<file path="src/rtl/sim_mon_pkg.sv">
// Shared types and helpers for the end-of-simulation monitor.
// Latency: n/a (types and constants only).
// Backpressure: n/a.
package sim_mon_pkg;

    typedef enum logic [2:0] {
        RUN     = 3'd0,
        PASS    = 3'd1,
        FAIL    = 3'd2,
        HANG    = 3'd3,
        TIMEOUT = 3'd4
    } mon_state_e;

    localparam logic [63:0] PASS_VAL_DEF = 64'h444333222;
    localparam logic [63:0] FAIL_VAL_DEF = 64'h2382348720;

    function automatic logic [6:0] popcount(input logic [63:0] v);
        logic [6:0] n;
        n = '0;
        for (int i = 0; i < 64; i++) begin
            n = n + 7'(v[i]);
        end
        return n;
    endfunction

endpackage

</file>
<file path="src/rtl/sim_mon_cfifo.sv">
// Console character FIFO with sticky overflow flag.
// Latency: push visible on the head the cycle after it is written.
// Backpressure: push while full (and no pop) is dropped and sets ovf; pop while empty is ignored.
module sim_mon_cfifo #(
    parameter int WIDTH = 8,
    parameter int DEPTH = 8
) (
    input  logic             clk,
    input  logic             rst_b,
    input  logic             push_vld,
    input  logic [WIDTH-1:0] push_dat,
    input  logic             pop_rdy,
    output logic [WIDTH-1:0] pop_dat,
    output logic             full,
    output logic             empty,
    output logic             ovf
);

    localparam int AW = $clog2(DEPTH);

    logic [WIDTH-1:0] mem [DEPTH];
    logic [AW:0]      wr_ptr;
    logic [AW:0]      rd_ptr;
    logic             do_push;
    logic             do_pop;

    assign empty   = (wr_ptr == rd_ptr);
    assign full    = (wr_ptr[AW] != rd_ptr[AW]) && (wr_ptr[AW-1:0] == rd_ptr[AW-1:0]);
    assign do_pop  = pop_rdy & ~empty;
    // A pop frees the slot this same edge, so a push into a full FIFO is still taken.
    assign do_push = push_vld & (~full | do_pop);
    assign pop_dat = empty ? '0 : mem[rd_ptr[AW-1:0]];

    always_ff @(posedge clk) begin
        if (do_push) begin
            mem[wr_ptr[AW-1:0]] <= push_dat;
        end
    end

    always_ff @(posedge clk or negedge rst_b) begin
        if (!rst_b) begin
            wr_ptr <= '0;
            rd_ptr <= '0;
            ovf    <= 1'b0;
        end else begin
            if (do_push) begin
                wr_ptr <= wr_ptr + 1'b1;
            end
            if (do_pop) begin
                rd_ptr <= rd_ptr + 1'b1;
            end
            if (push_vld && !do_push) begin
                ovf <= 1'b1;
            end
        end
    end

endmodule

</file>
<file path="src/rtl/sim_end_monitor.sv">
// End-of-simulation monitor: PASS/FAIL/HANG/TIMEOUT detection plus console char snoop.
// Latency: state change one cycle after the event; console char on char_vld one cycle after the W beat.
// Backpressure: none upstream (pure snoop); console chars dropped with char_ovf when the FIFO is full.
module sim_end_monitor
    import sim_mon_pkg::*;
#(
    parameter int                 RETIRE_N    = 2,
    parameter int                 WB_N        = 2,
    parameter int                 WB_W        = 64,
    parameter logic [WB_W-1:0]    PASS_VAL    = WB_W'(PASS_VAL_DEF),
    parameter logic [WB_W-1:0]    FAIL_VAL    = WB_W'(FAIL_VAL_DEF),
    parameter int unsigned        WD_PERIOD   = 50000,
    parameter int unsigned        MAX_CYCLES  = 70000000,
    parameter int                 ADDR_W      = 40,
    parameter int                 BUS_W       = 128,
    parameter logic [ADDR_W-1:0]  PRINT_ADDR  = ADDR_W'(40'h90000000),
    parameter int                 CFIFO_DEPTH = 8
) (
    input  logic                   clk,
    input  logic                   rst_b,
    input  logic                   mon_en,
    input  logic [RETIRE_N-1:0]    retire,
    input  logic [WB_N-1:0]        wb_vld,
    input  logic [WB_N*WB_W-1:0]   wb_data,
    input  logic                   awvalid,
    input  logic                   awready,
    input  logic [ADDR_W-1:0]      awaddr,
    input  logic [3:0]             awlen,
    input  logic                   wvalid,
    input  logic                   wready,
    input  logic [BUS_W/8-1:0]     wstrb,
    input  logic [BUS_W-1:0]       wdata,
    output logic                   sim_done,
    output logic [2:0]             sim_state,
    output logic [63:0]            retired_cnt,
    output logic                   char_vld,
    output logic [7:0]             char_data,
    input  logic                   char_rdy,
    output logic                   char_ovf
);

    localparam int              WD_W    = (WD_PERIOD > 1) ? $clog2(WD_PERIOD) : 1;
    localparam logic [WD_W-1:0] WD_LAST = WD_W'(WD_PERIOD - 1);
    localparam logic [63:0]     CYC_END = 64'(MAX_CYCLES) - 64'd1;
    localparam int              NGRP    = BUS_W / 32;
    localparam int              STRB_W  = BUS_W / 8;

    mon_state_e      state;
    logic [63:0]     cyc_cnt;
    logic [WD_W-1:0] wd_cnt;
    logic            wd_seen;
    logic            aw_hit;

    logic            pass_ev, fail_ev, hang_ev, tmo_ev;
    logic            any_retire, wd_end;
    logic            aw_hs, w_hs, aw_match, hit_now;
    logic            strb_ok, char_push;
    logic [7:0]      strb_char;
    logic            fifo_full, fifo_empty;
    logic            unused_bits;

    always_comb begin
        pass_ev = 1'b0;
        fail_ev = 1'b0;
        for (int k = 0; k < WB_N; k++) begin
            if (wb_vld[k] && wb_data[k*WB_W +: WB_W] == PASS_VAL) pass_ev = 1'b1;
            if (wb_vld[k] && wb_data[k*WB_W +: WB_W] == FAIL_VAL) fail_ev = 1'b1;
        end
        any_retire = |retire;
        wd_end     = (wd_cnt == WD_LAST);
        // A retire in the window's final cycle still rescues that window.
        hang_ev    = wd_end & ~(wd_seen | any_retire);
        tmo_ev     = (MAX_CYCLES != 0) && (cyc_cnt == CYC_END);
    end

    always_comb begin
        aw_hs     = awvalid & awready;
        w_hs      = wvalid & wready;
        aw_match  = aw_hs && (awlen == 4'd0) && (awaddr == PRINT_ADDR);
        hit_now   = aw_hs ? aw_match : aw_hit;
        strb_ok   = 1'b0;
        strb_char = '0;
        for (int g = 0; g < NGRP; g++) begin
            if (wstrb == (STRB_W'(4'hf) << (4 * g))) begin
                strb_ok   = 1'b1;
                strb_char = wdata[g*32 +: 8];
            end
        end
        char_push = mon_en & w_hs & hit_now & strb_ok;
    end

    always_ff @(posedge clk or negedge rst_b) begin
        if (!rst_b) begin
            retired_cnt <= '0;
            cyc_cnt     <= '0;
            wd_cnt      <= '0;
            wd_seen     <= 1'b0;
            aw_hit      <= 1'b0;
        end else if (mon_en) begin
            retired_cnt <= retired_cnt + 64'(popcount(64'(retire)));
            cyc_cnt     <= cyc_cnt + 64'd1;
            if (wd_end) begin
                wd_cnt  <= '0;
                wd_seen <= 1'b0;
            end else begin
                wd_cnt  <= wd_cnt + 1'b1;
                wd_seen <= wd_seen | any_retire;
            end
            if (w_hs && hit_now) begin
                aw_hit <= 1'b0;
            end else if (aw_hs) begin
                aw_hit <= aw_match;
            end
        end
    end

    always_ff @(posedge clk or negedge rst_b) begin
        if (!rst_b) begin
            state    <= RUN;
            sim_done <= 1'b0;
        end else if (mon_en && state == RUN) begin
            if (pass_ev) begin
                state    <= PASS;
                sim_done <= 1'b1;
            end else if (fail_ev) begin
                state    <= FAIL;
                sim_done <= 1'b1;
            end else if (hang_ev) begin
                state    <= HANG;
                sim_done <= 1'b1;
            end else if (tmo_ev) begin
                state    <= TIMEOUT;
                sim_done <= 1'b1;
            end
        end
    end

    assign sim_state = state;

    sim_mon_cfifo #(
        .WIDTH (8),
        .DEPTH (CFIFO_DEPTH)
    ) u_cfifo (
        .clk      (clk),
        .rst_b    (rst_b),
        .push_vld (char_push),
        .push_dat (strb_char),
        .pop_rdy  (char_rdy),
        .pop_dat  (char_data),
        .full     (fifo_full),
        .empty    (fifo_empty),
        .ovf      (char_ovf)
    );

    assign char_vld    = ~fifo_empty;
    assign unused_bits = ^{wdata, fifo_full};

endmodule

</file>
<file path="config.mk">
export PLATFORM = sky130hd
export DESIGN_NAME = sim_end_monitor
export DESIGN_NICKNAME = d
export VERILOG_FILES = /design/src/rtl/sim_mon_pkg.sv /design/src/rtl/sim_mon_cfifo.sv /design/src/rtl/sim_end_monitor.sv
export SDC_FILE = /design/constraint.sdc
export NUM_CORES = 1
export LEC_CHECK = 0
export CORE_UTILIZATION = 40
export DETAILED_ROUTE_END_ITERATION = 10
export MAX_ROUTING_LAYER = met4
export PLACE_DENSITY = 0.76
export SYNTH_ARGS = -nofsm -noshare
export SYNTH_HDL_FRONTEND = slang
export SYNTH_SLANG_ARGS = --single-unit
</file>
<file path="constraint.sdc">
create_clock -name clk -period 7.2 [get_ports clk]
set_input_delay 0.72 -clock clk [delete_from_list [all_inputs] [get_ports clk]]
set_output_delay 0.72 -clock clk [all_outputs]
set_load 0.005 [all_outputs]
</file>
==> impl_metrics.ini, run 1 <==
[cells_and_area]
stdcell_area_sq_um = 14900
regArea_sq_um = 5900
syn2layout_area_growth_pct = 40.1
fill_cells = 2215
drive_gt1_share_pct = 6.73
antenna_cells = 0
multi_input_area_sq_um = 4550
fin_nets = 1565

[pwr]
power_density_nw_per_um2 = 210
p_leak_nw = 5.71
p_sw_share_pct = 25.2
power_frac_seq_pct = 47.6
cell_internal_pwr_w = 0.00233
switching_power_w = 0.000787
combPwrFrac_pct = 14.8
ir_drop_v = 0.000176
p_clk_share_pct = 37.6

[die]
die_area_sq_um = 27200
start_util_pct = 40.7
die_h_microns = 165
std_cell_rows = 59
die_width_microns = 165
core_sq_um = 26100
ios = 406

[worst_setup_path]
r2r_setup_slack_ps = 4230
crit_required_ps = 6480
worstReg2RegEnd = retired_cnt[58]
cp_max_fo = 20
cp.arrival_ps = 3020
crit_chain = xnor2_1, nand3_1, nor2b_1, nor2_1, clkdlybuf4s50_1
crit_path_start_kind = register
crit_path_top_delay_cell = dfrtp_1
worstSetupPathType = reg2out
critPathCaptureType = output pin
r2r_cells = 10
crit_path_max_incr_delay_ps = 930
rr_startpoint = retired_cnt[0]

[sta]
fin_skew_ps = 15.4
period_share_pct = 51.9
setup_viol = 0
rsz0062_at_grt = no
post-route-min-period_ps = 3740
relSlewSlack_pct = 39.4
drv_slew = 0
worst_pin_slew_ps = 909
setup-tns-final_ps = 0
maxClockFrequency_ghz = 0.267
hold_violations = 0

[grt]
grt_pass1_wl_microns = 43100
grt_max_degree = 101
grt_overflow = 0
grt_usage_pct = 21.0
grt_pass1_vias = 8440
antenna_found_initial = 0

[cts]
cts_hold_buf = 0
clk_pin_slew_ps = 60
clock_latency_ps = 520
postCtsSetupBuffers = 0
cts_tree = done
cts_sinks = 223
cts_buffer_depth = 3
cts_buffers = 24
htreeDepth = 1
root_buffer = clkbuf_16
cts_resized = 0

[detailed_routing]
wire_per_inst_microns = 17.5
drc = 0
topRoutingLayerUsed = met4
via_per_inst = 5.35
wirelength_microns = 27600
num_vias = 8463
routed-wl-met3_microns = 1690
drtIter0Drc = 503
dr.pass1.iters = 5
dr_wl_met2_microns = 14000
antenna_left = 0
met1_length_microns = 11200

[run_status]
status = complete, no violations

[yosys]
synth_ff_type = dfrtp_1
syn_inst = 909
synth_edf_count = 64
yosys_register_bits = 223
synth_area_sq_um = 10600
synth_cell_types = 55
synth_nets = 1243
async_reset_ff_share_pct = 71.3
yosysWarnings = 0
syn_avg_cell_area_sq_um = 11.7
synth_seq_area_share_pct = 55.6

[place]
placed_cell_area_sq_um = 14100
routabilityCongestion = 0.850
place_hpwl_microns = 20700
port_buffers = 309

[job]
cap_violations = 0

[hold_path]
hold_path.class = in2async
worst max-delay path by stage:
stage	start	end	slack, ps	depth (start not counted)
detailed placement	wstrb[1]	u_cfifo.mem[5][1]	3000	8
finish	u_cfifo.rd_ptr[1]	char_data[6]	3460	5
CTS	u_cfifo.rd_ptr[1]	char_data[4]	3430	5
global route	u_cfifo.rd_ptr[1]	char_data[1]	3300	5
floorplan	wstrb[1]	u_cfifo.mem[0][0]	3530	6
global placement	wstrb[1]	u_cfifo.mem[4][6]	3060	8
routing by layer:
layer / track usage [%] / vias to the layer above
met5: - / -
met4: 6.30 / 0
met3: 3.01 / 38
met2: 36.4 / 286
met1: 25.3 / 4126
li1: - / 4013
placed cells by master, fill, tap and decap left out, drive strengths merged, types with 4 or more instances in the layout:
master / instances
mux4: 16
nand2: 73
xnor2: 106
or4: 6
buf: 13
nand4: 55
nor4b: 16
a22oi: 17
ha: 5
edfxtp: 64
mux2: 4
inv: 20
nor3: 20
and4: 20
xor2: 41
o21ai: 5
clkbuf: 28
nor4: 49
mux2i: 10
clkinv: 11
dfrtp: 159
and2: 8
nand3: 73
clkdlybuf4s50: 308
nor2: 60
nor4bb: 4
and3: 26
metrics by stage:
step | hold slack, ps | utilization (%) | setup slack, ps | std cells | power, W
finish | 304 | 57.1 | 3460 | 1583 | 0.00312
global route | 392 | 57.1 | 3300 | 1583 | 0.00325
CTS | 351 | 57.1 | 3430 | 1583 | 0.00315
detailed placement | 450 | 54.2 | 3000 | 1540 | 0.00198
global placement | 443 | 54.2 | 3060 | 1540 | 0.00196
floorplan | 424 | - | 3530 | 909 | 0.00168
cell families after synthesis:
group	Yosys count	synth area share [%]
AND/OR/NAND/NOR	425	22.9
XOR/XNOR	147	12.1
flip-flops	223	55.6
adder cells (fa/ha/maj)	6	0.778
buffers and inverters	44	1.59
AO/OA/AOI/OAI	34	2.30
multiplexers	30	4.76
area by class of cell:
class,count,area share [%]
Sequential cell,223,39.7
Clock buffer,28,4.27
Multi-Input combinational cell,642,30.6
Clock inverter,15,0.816
Inverter,19,0.479
Timing Repair Buffer,321,21.4
Tap cell,335,2.82
critical path, delay by kind of cell (launching register included):
family / cells / cell delay, ps
simple gates: 3 / 900
buf+inv: 1 / 480
xor+xnor: 1 / 200
flops: 1 / 930
registers in the layout (all words and copies together), names as in the netlist, 3 cells and up:
name	flops
cyc_cnt	64
retired_cnt	64
u_cfifo.mem	64
wd_cnt	16
u_cfifo.rd_ptr	4
u_cfifo.wr_ptr	4
sim_state	3
cells in the mapped netlist (all sizes together) (2+ instances only):
cell,number,share of area [%]
a21o,2,0.14
nor4,49,3.2
mux2i,10,0.94
and4bb,2,0.24
nor2,60,2.2
dfrtp,159,37
a21oi,2,0.094
and4,20,1.6
nor4bb,4,0.38
o21bai,2,0.14
nand4,55,3.2
and3,26,1.5
nand4b,2,0.16
edfxtp,64,18
nor2b,2,0.12
clkbuf,18,0.65
xnor2,106,8.7
nor4b,16,1.3
nand3,73,3.6
ha,5,0.59
xor2,41,3.4
a22oi,17,1.2
o21ai,5,0.24
inv,19,0.67
and2,8,0.47
mux2,4,0.42
nand3b,2,0.14
mux4,16,3.4
or4,6,0.44
nand2,73,2.6
nor3,20,1.1
and4b,2,0.19
buf,7,0.27
power by group through the flow:
stage          sequential, W  combinational (W)  clock, W
6_report             0.00148           0.000463   0.00117
5_1_grt              0.00150           0.000503   0.00125
4_1_cts              0.00148           0.000473   0.00120
3_5_place_dp         0.00151           0.000471         0
3_3_place_gp         0.00150           0.000459         0
2_1_floorplan        0.00144           0.000234         0
Note: power is estimated with default switching activity, not from simulation.
==> run 2, diff against run 1 <==
clock period = 3.75 ns   (was 7.2 ns; I/O delays follow)
==> run 2 against run 1 <==
Non-clock buffer count rose by 10. Via count rose by 0.35%. First-iteration DRC count rose by 5.2%. Cell count rose by 0.57%. Highest routed layer unchanged. Register-to-register slack got worse by 3300 ps. Utilization rose by 0.32 points. Setup slack got worse by 2800 ps.
==> impl_metrics.ini, run 2 (synthesis results as in run 1) <==
[die]
std_cell_rows = 59
die_area_sq_um = 27200
die_h_microns = 165
ios = 406
start_util_pct = 40.7
die_width_microns = 165
core_sq_um = 26100

[hold_path]
holdPathEnd = cyc_cnt[6]
min_path_cells = 1
min_from = cyc_cnt[6]
hold_path.class = reg2reg

[sta]
setup-tns-final_ps = 0
worst_pin_slew_ps = 806
post-route-min-period_ps = 3120
maxClockFrequency_ghz = 0.321
setup_viol = 0
drv_slew = 0
hold_violations = 0
relSlewSlack_pct = 45.8
fin_skew_ps = 9.09
period_share_pct = 83.1
rsz0062_at_grt = no

[cells_and_area]
antenna_cells = 0
stdcell_area_sq_um = 15000
final_common_cell = clkdlybuf4s50_1
fin_nets = 1575
fin_cells = 1592
final_cell_mix = 308 x clkdlybuf4s50_1, 159 x dfrtp_1, 106 x xnor2_1
syn2layout_area_growth_pct = 40.9
fill_cells = 2188
fin_util_pct = 57.4
drive_gt1_share_pct = 7.16

[place]
port_buffers = 309
place_hpwl_microns = 20900
dp_cells = 1549
placed_cell_area_sq_um = 14200
routabilityCongestion = 0.846

[cts]
postCtsSetupBuffers = 0
root_buffer = clkbuf_16
cts_sinks = 223
cts_buffers = 24
cts_buffer_depth = 3
clk_pin_slew_ps = 60
clock_latency_ps = 510
cts_tree = done
htreeDepth = 1

[grt]
grt_util_met2_pct = 37.0
met1_usage_pct = 25.0
grt_max_degree = 88
grt_pass1_wl_microns = 42400
grt.met3_usage_pct = 2.61
antenna_found_initial = 0
grt_overflow = 0
top_usage_layer = met2
grt_usage_pct = 20.7
grt_pass1_vias = 8210

[detailed_routing]
via_per_inst = 5.33
drc = 0
wirelength_microns = 27500
wire_per_inst_microns = 17.3
dr.pass1.iters = 5
drtIter0Drc = 529
num_vias = 8493
antenna_left = 0

[worst_setup_path]
worstReg2RegEnd = retired_cnt[36]
r2r_setup_slack_ps = 900
crit_required_ps = 3380
worstSetupPathType = reg2out
rr_startpoint = retired_cnt[0]
cp.arrival_ps = 2740
crit_path_start_kind = register
r2r_cells = 10
cp_max_fo = 11
critPathCaptureType = output pin

[pwr]
p_sw_share_pct = 24.5
combPwrFrac_pct = 15.6
switching_power_w = 0.00147
power_density_nw_per_um2 = 400
power_frac_seq_pct = 46.8
p_leak_nw = 5.75
ir_drop_v = 0.000334
p_clk_share_pct = 37.6
cell_internal_pwr_w = 0.00453

[job]
cap_violations = 0

[run_status]
status = complete, no violations
==> run 2: cell count changes in the layout (fill, tap and decap cells not counted), moves of 2 or more <==
cell	delta
clkinv_2	-4
buf_4	+9
clkbuf_1	+3
clkbuf_8	+2
==> run 2: final cells by class <==
type / count / area, sq um / area share (%)
clock buffers: 33 / 674 / 4.51
clock inverters: 9 / 88.8 / 0.594
inverters: 19 / 71.3 / 0.477
multi-input cells: 642 / 4550 / 30.4
flip-flops and latches: 223 / 5900 / 39.4
well taps: 335 / 419 / 2.80
repair buffers: 331 / 3260 / 21.8
==> run 2: worst max-delay path, stage by stage, from the launching register on <==
cell and delay, ps:
dfrtp_1 680, buf_4 350, mux4_2 530, mux2i_1 180, nor2_1 60, clkdlybuf4s50_1 440
==> run 2: power by group through the flow <==
stage,clock [W],sequential (W),combinational (W)
2_1_floorplan,0,0.00277,0.000449
3_3_place_gp,0,0.00284,0.000938
3_5_place_dp,0,0.00285,0.000956
4_1_cts,0.00231,0.00280,0.000958
5_1_grt,0.00241,0.00283,0.00103
6_report,0.00226,0.00280,0.000935
==> run 2: through the flow <==
stage	setup slack [ps]	power (W)	hold slack, ps
3_3_place_gp	326	0.00378	458
6_report	633	0.00599	469
2_1_floorplan	425	0.00322	79.4
4_1_cts	559	0.00607	471
3_5_place_dp	291	0.00380	459
5_1_grt	452	0.00626	498
==> run 2: how the worst max path moves through the flow <==
stage | start | end | slack (ps) | cells past startpoint
6_report | u_cfifo.rd_ptr[0] | char_data[4] | 630 | 5
5_1_grt | u_cfifo.rd_ptr[0] | char_data[1] | 450 | 5
3_5_place_dp | retire[0] | retired_cnt[36] | 290 | 11
4_1_cts | u_cfifo.rd_ptr[0] | char_data[4] | 560 | 5
3_3_place_gp | retire[0] | retired_cnt[58] | 330 | 11
2_1_floorplan | wstrb[1] | u_cfifo.mem[0][0] | 420 | 6
==> run 2: repair_timing <==
item,in CTS,in global routing
hold buffers,1,0
endpoints found under the hold margin,84,0
endpoints found under the setup margin,0,0
resized for setup,0,0
==> run 2: layer usage <==
layer / vias to the layer above / routed length (microns)
met4: 0 / 387
met1: 4130 / 11300
met2: 297 / 14200
met3: 29 / 1550
met5: - / 0
li1: 4037 / -
==> run 3, diff against run 2 <==
clock period = 3.1 ns   (was 3.75 ns; I/O delays follow)
==> run 3 against run 2 <==
Total power rose by 26%. Clock skew increased by 8.8 ps. Wire length up 1.2%. Die area stayed put. First-iteration DRC count is 16% higher. Final area up 1.5%.
==> impl_metrics.ini, run 3 (synthesis results as in run 1) <==
[run_status]
status = complete, no violations

[cts]
clk_pin_slew_ps = 60
cts_hold_buf = 1
cts_sinks = 223
htreeDepth = 1
cts_resized = 0
postCtsSetupBuffers = 0
cts_buffer_depth = 3
cts_tree = done
root_buffer = clkbuf_16
clock_latency_ps = 510
cts_buffers = 24

[sta]
fin_skew_ps = 17.9
setup_viol = 0
worst_slack_ps = 335
hold_violations = 0
post-route-min-period_ps = 2770
relSlewSlack_pct = 37.7
worst_pin_slew_ps = 934
drv_slew = 0
maxClockFrequency_ghz = 0.362
hold_ws_ps = 427
period_share_pct = 89.2
rsz0062_at_grt = no

[job]
cap_violations = 0

[cells_and_area]
drive_gt1_share_pct = 8.56
fin_util_pct = 58.3
final_cell_mix = 308 x clkdlybuf4s50_1, 159 x dfrtp_1, 106 x xnor2_1
fill_cells = 2123
final_common_cell = clkdlybuf4s50_1
fin_nets = 1590
syn2layout_area_growth_pct = 43.0

[worst_setup_path]
crit_path_start_kind = register
cp_max_fo = 20
crit_required_ps = 2790
rr_startpoint = retired_cnt[0]
r2r_setup_slack_ps = 460
worstSetupPathType = reg2out
worstReg2RegEnd = retired_cnt[58]
cp.arrival_ps = 2460
critPathCaptureType = output pin
r2r_cells = 11

[die]
ios = 406
die_area_sq_um = 27200
core_sq_um = 26100
die_width_microns = 165
start_util_pct = 40.7
die_h_microns = 165
std_cell_rows = 59

[place]
place_ws_ps = -51.8
place_hpwl_microns = 20800
routabilityCongestion = 0.862
port_buffers = 309

[pwr]
finalPower_w = 0.00752
combPwrFrac_pct = 16.0
power_density_nw_per_um2 = 495
cell_internal_pwr_w = 0.00572
p_sw_share_pct = 24.0
p_clk_share_pct = 39.7
p_leak_nw = 5.89
ir_drop_v = 0.000383
switching_power_w = 0.00181
power_frac_seq_pct = 44.3

[detailed_routing]
num_vias = 8576
wirelength_microns = 27800
wire_per_inst_microns = 17.3
via_per_inst = 5.33
dr.pass1.iters = 4
drc = 0
antenna_left = 0
drtIter0Drc = 616

[grt]
antenna_found_initial = 1
grt_pass1_vias = 8575
grt_usage_pct = 21.5
grt_overflow = 0
grt_pass1_wl_microns = 44400
grt_max_degree = 160

[hold_path]
hold_path.class = in2async
## run 3: cell types whose count changed in the layout (fill, tap and decap cells not counted), moves of 2 or more
cell,before,now
clkinvlp_4,2,0
clkinv_2,3,6
buf_4,21,34
clkbuf_8,4,1
bufinv_16,1,4
clkbuf_1,5,3
clkinv_1,1,3
buf_12,0,2
## run 3: layout make-up
| cell class | instances | area [sq um] | area share (%) |
|---|---|---|---|
| Timing Repair Buffer | 346 | 3400 | 22.4 |
| Clock inverter | 15 | 181 | 1.19 |
| Clock buffer | 29 | 651 | 4.28 |
| Antenna cell | 1 | 2.50 | 0.0165 |
| Inverter | 19 | 71.3 | 0.470 |
| Multi-Input combinational cell | 642 | 4560 | 30.0 |
| Sequential cell | 223 | 5900 | 38.9 |
| Tap cell | 335 | 419 | 2.76 |
## run 3: critical path: stages, from the launching register on
cell and delay [ps]:
dfrtp_1 320, buf_4 350, mux4_2 560, mux2i_1 210
nor2_1 60, clkdlybuf4s50_1 440
## run 3: power by group through the flow
stage	logic, W	clock network (W)	registers, W
after floorplan	0.000543	0	0.00335
after global placement	0.00120	0	0.00338
after detailed placement	0.00123	0	0.00339
after CTS	0.00123	0.00305	0.00333
after global routing	0.00132	0.00317	0.00336
final	0.00120	0.00299	0.00333
## run 3: per-stage QoR
stage          instances  cell area (sq um)  setup TNS, ps
2_1_floorplan        909              10600              0
3_3_place_gp        1564              14300              0
3_5_place_dp        1564              14300           -495
4_1_cts             1609              15200              0
5_1_grt             1610              15200              0
6_report            1610              15200              0
## run 3: worst max-delay path by stage
stage	from	to
6_report	u_cfifo.rd_ptr[0]	char_data[5]
5_1_grt	u_cfifo.rd_ptr[0]	char_data[5]
4_1_cts	u_cfifo.rd_ptr[0]	char_data[5]
3_5_place_dp	retire[1]	retired_cnt[62]
3_3_place_gp	retire[0]	retired_cnt[58]
2_1_floorplan	wstrb[1]	u_cfifo.mem[0][0]
## run 3: per-layer routing
metal,global-route usage (%),vias to the layer above,part of all wire [%]
met1,26.2,4179,41
met4,5.84,0,2.3
met3,2.71,40,5.1
met2,37.6,295,52
met5,-,-,0
li1,-,4062,-
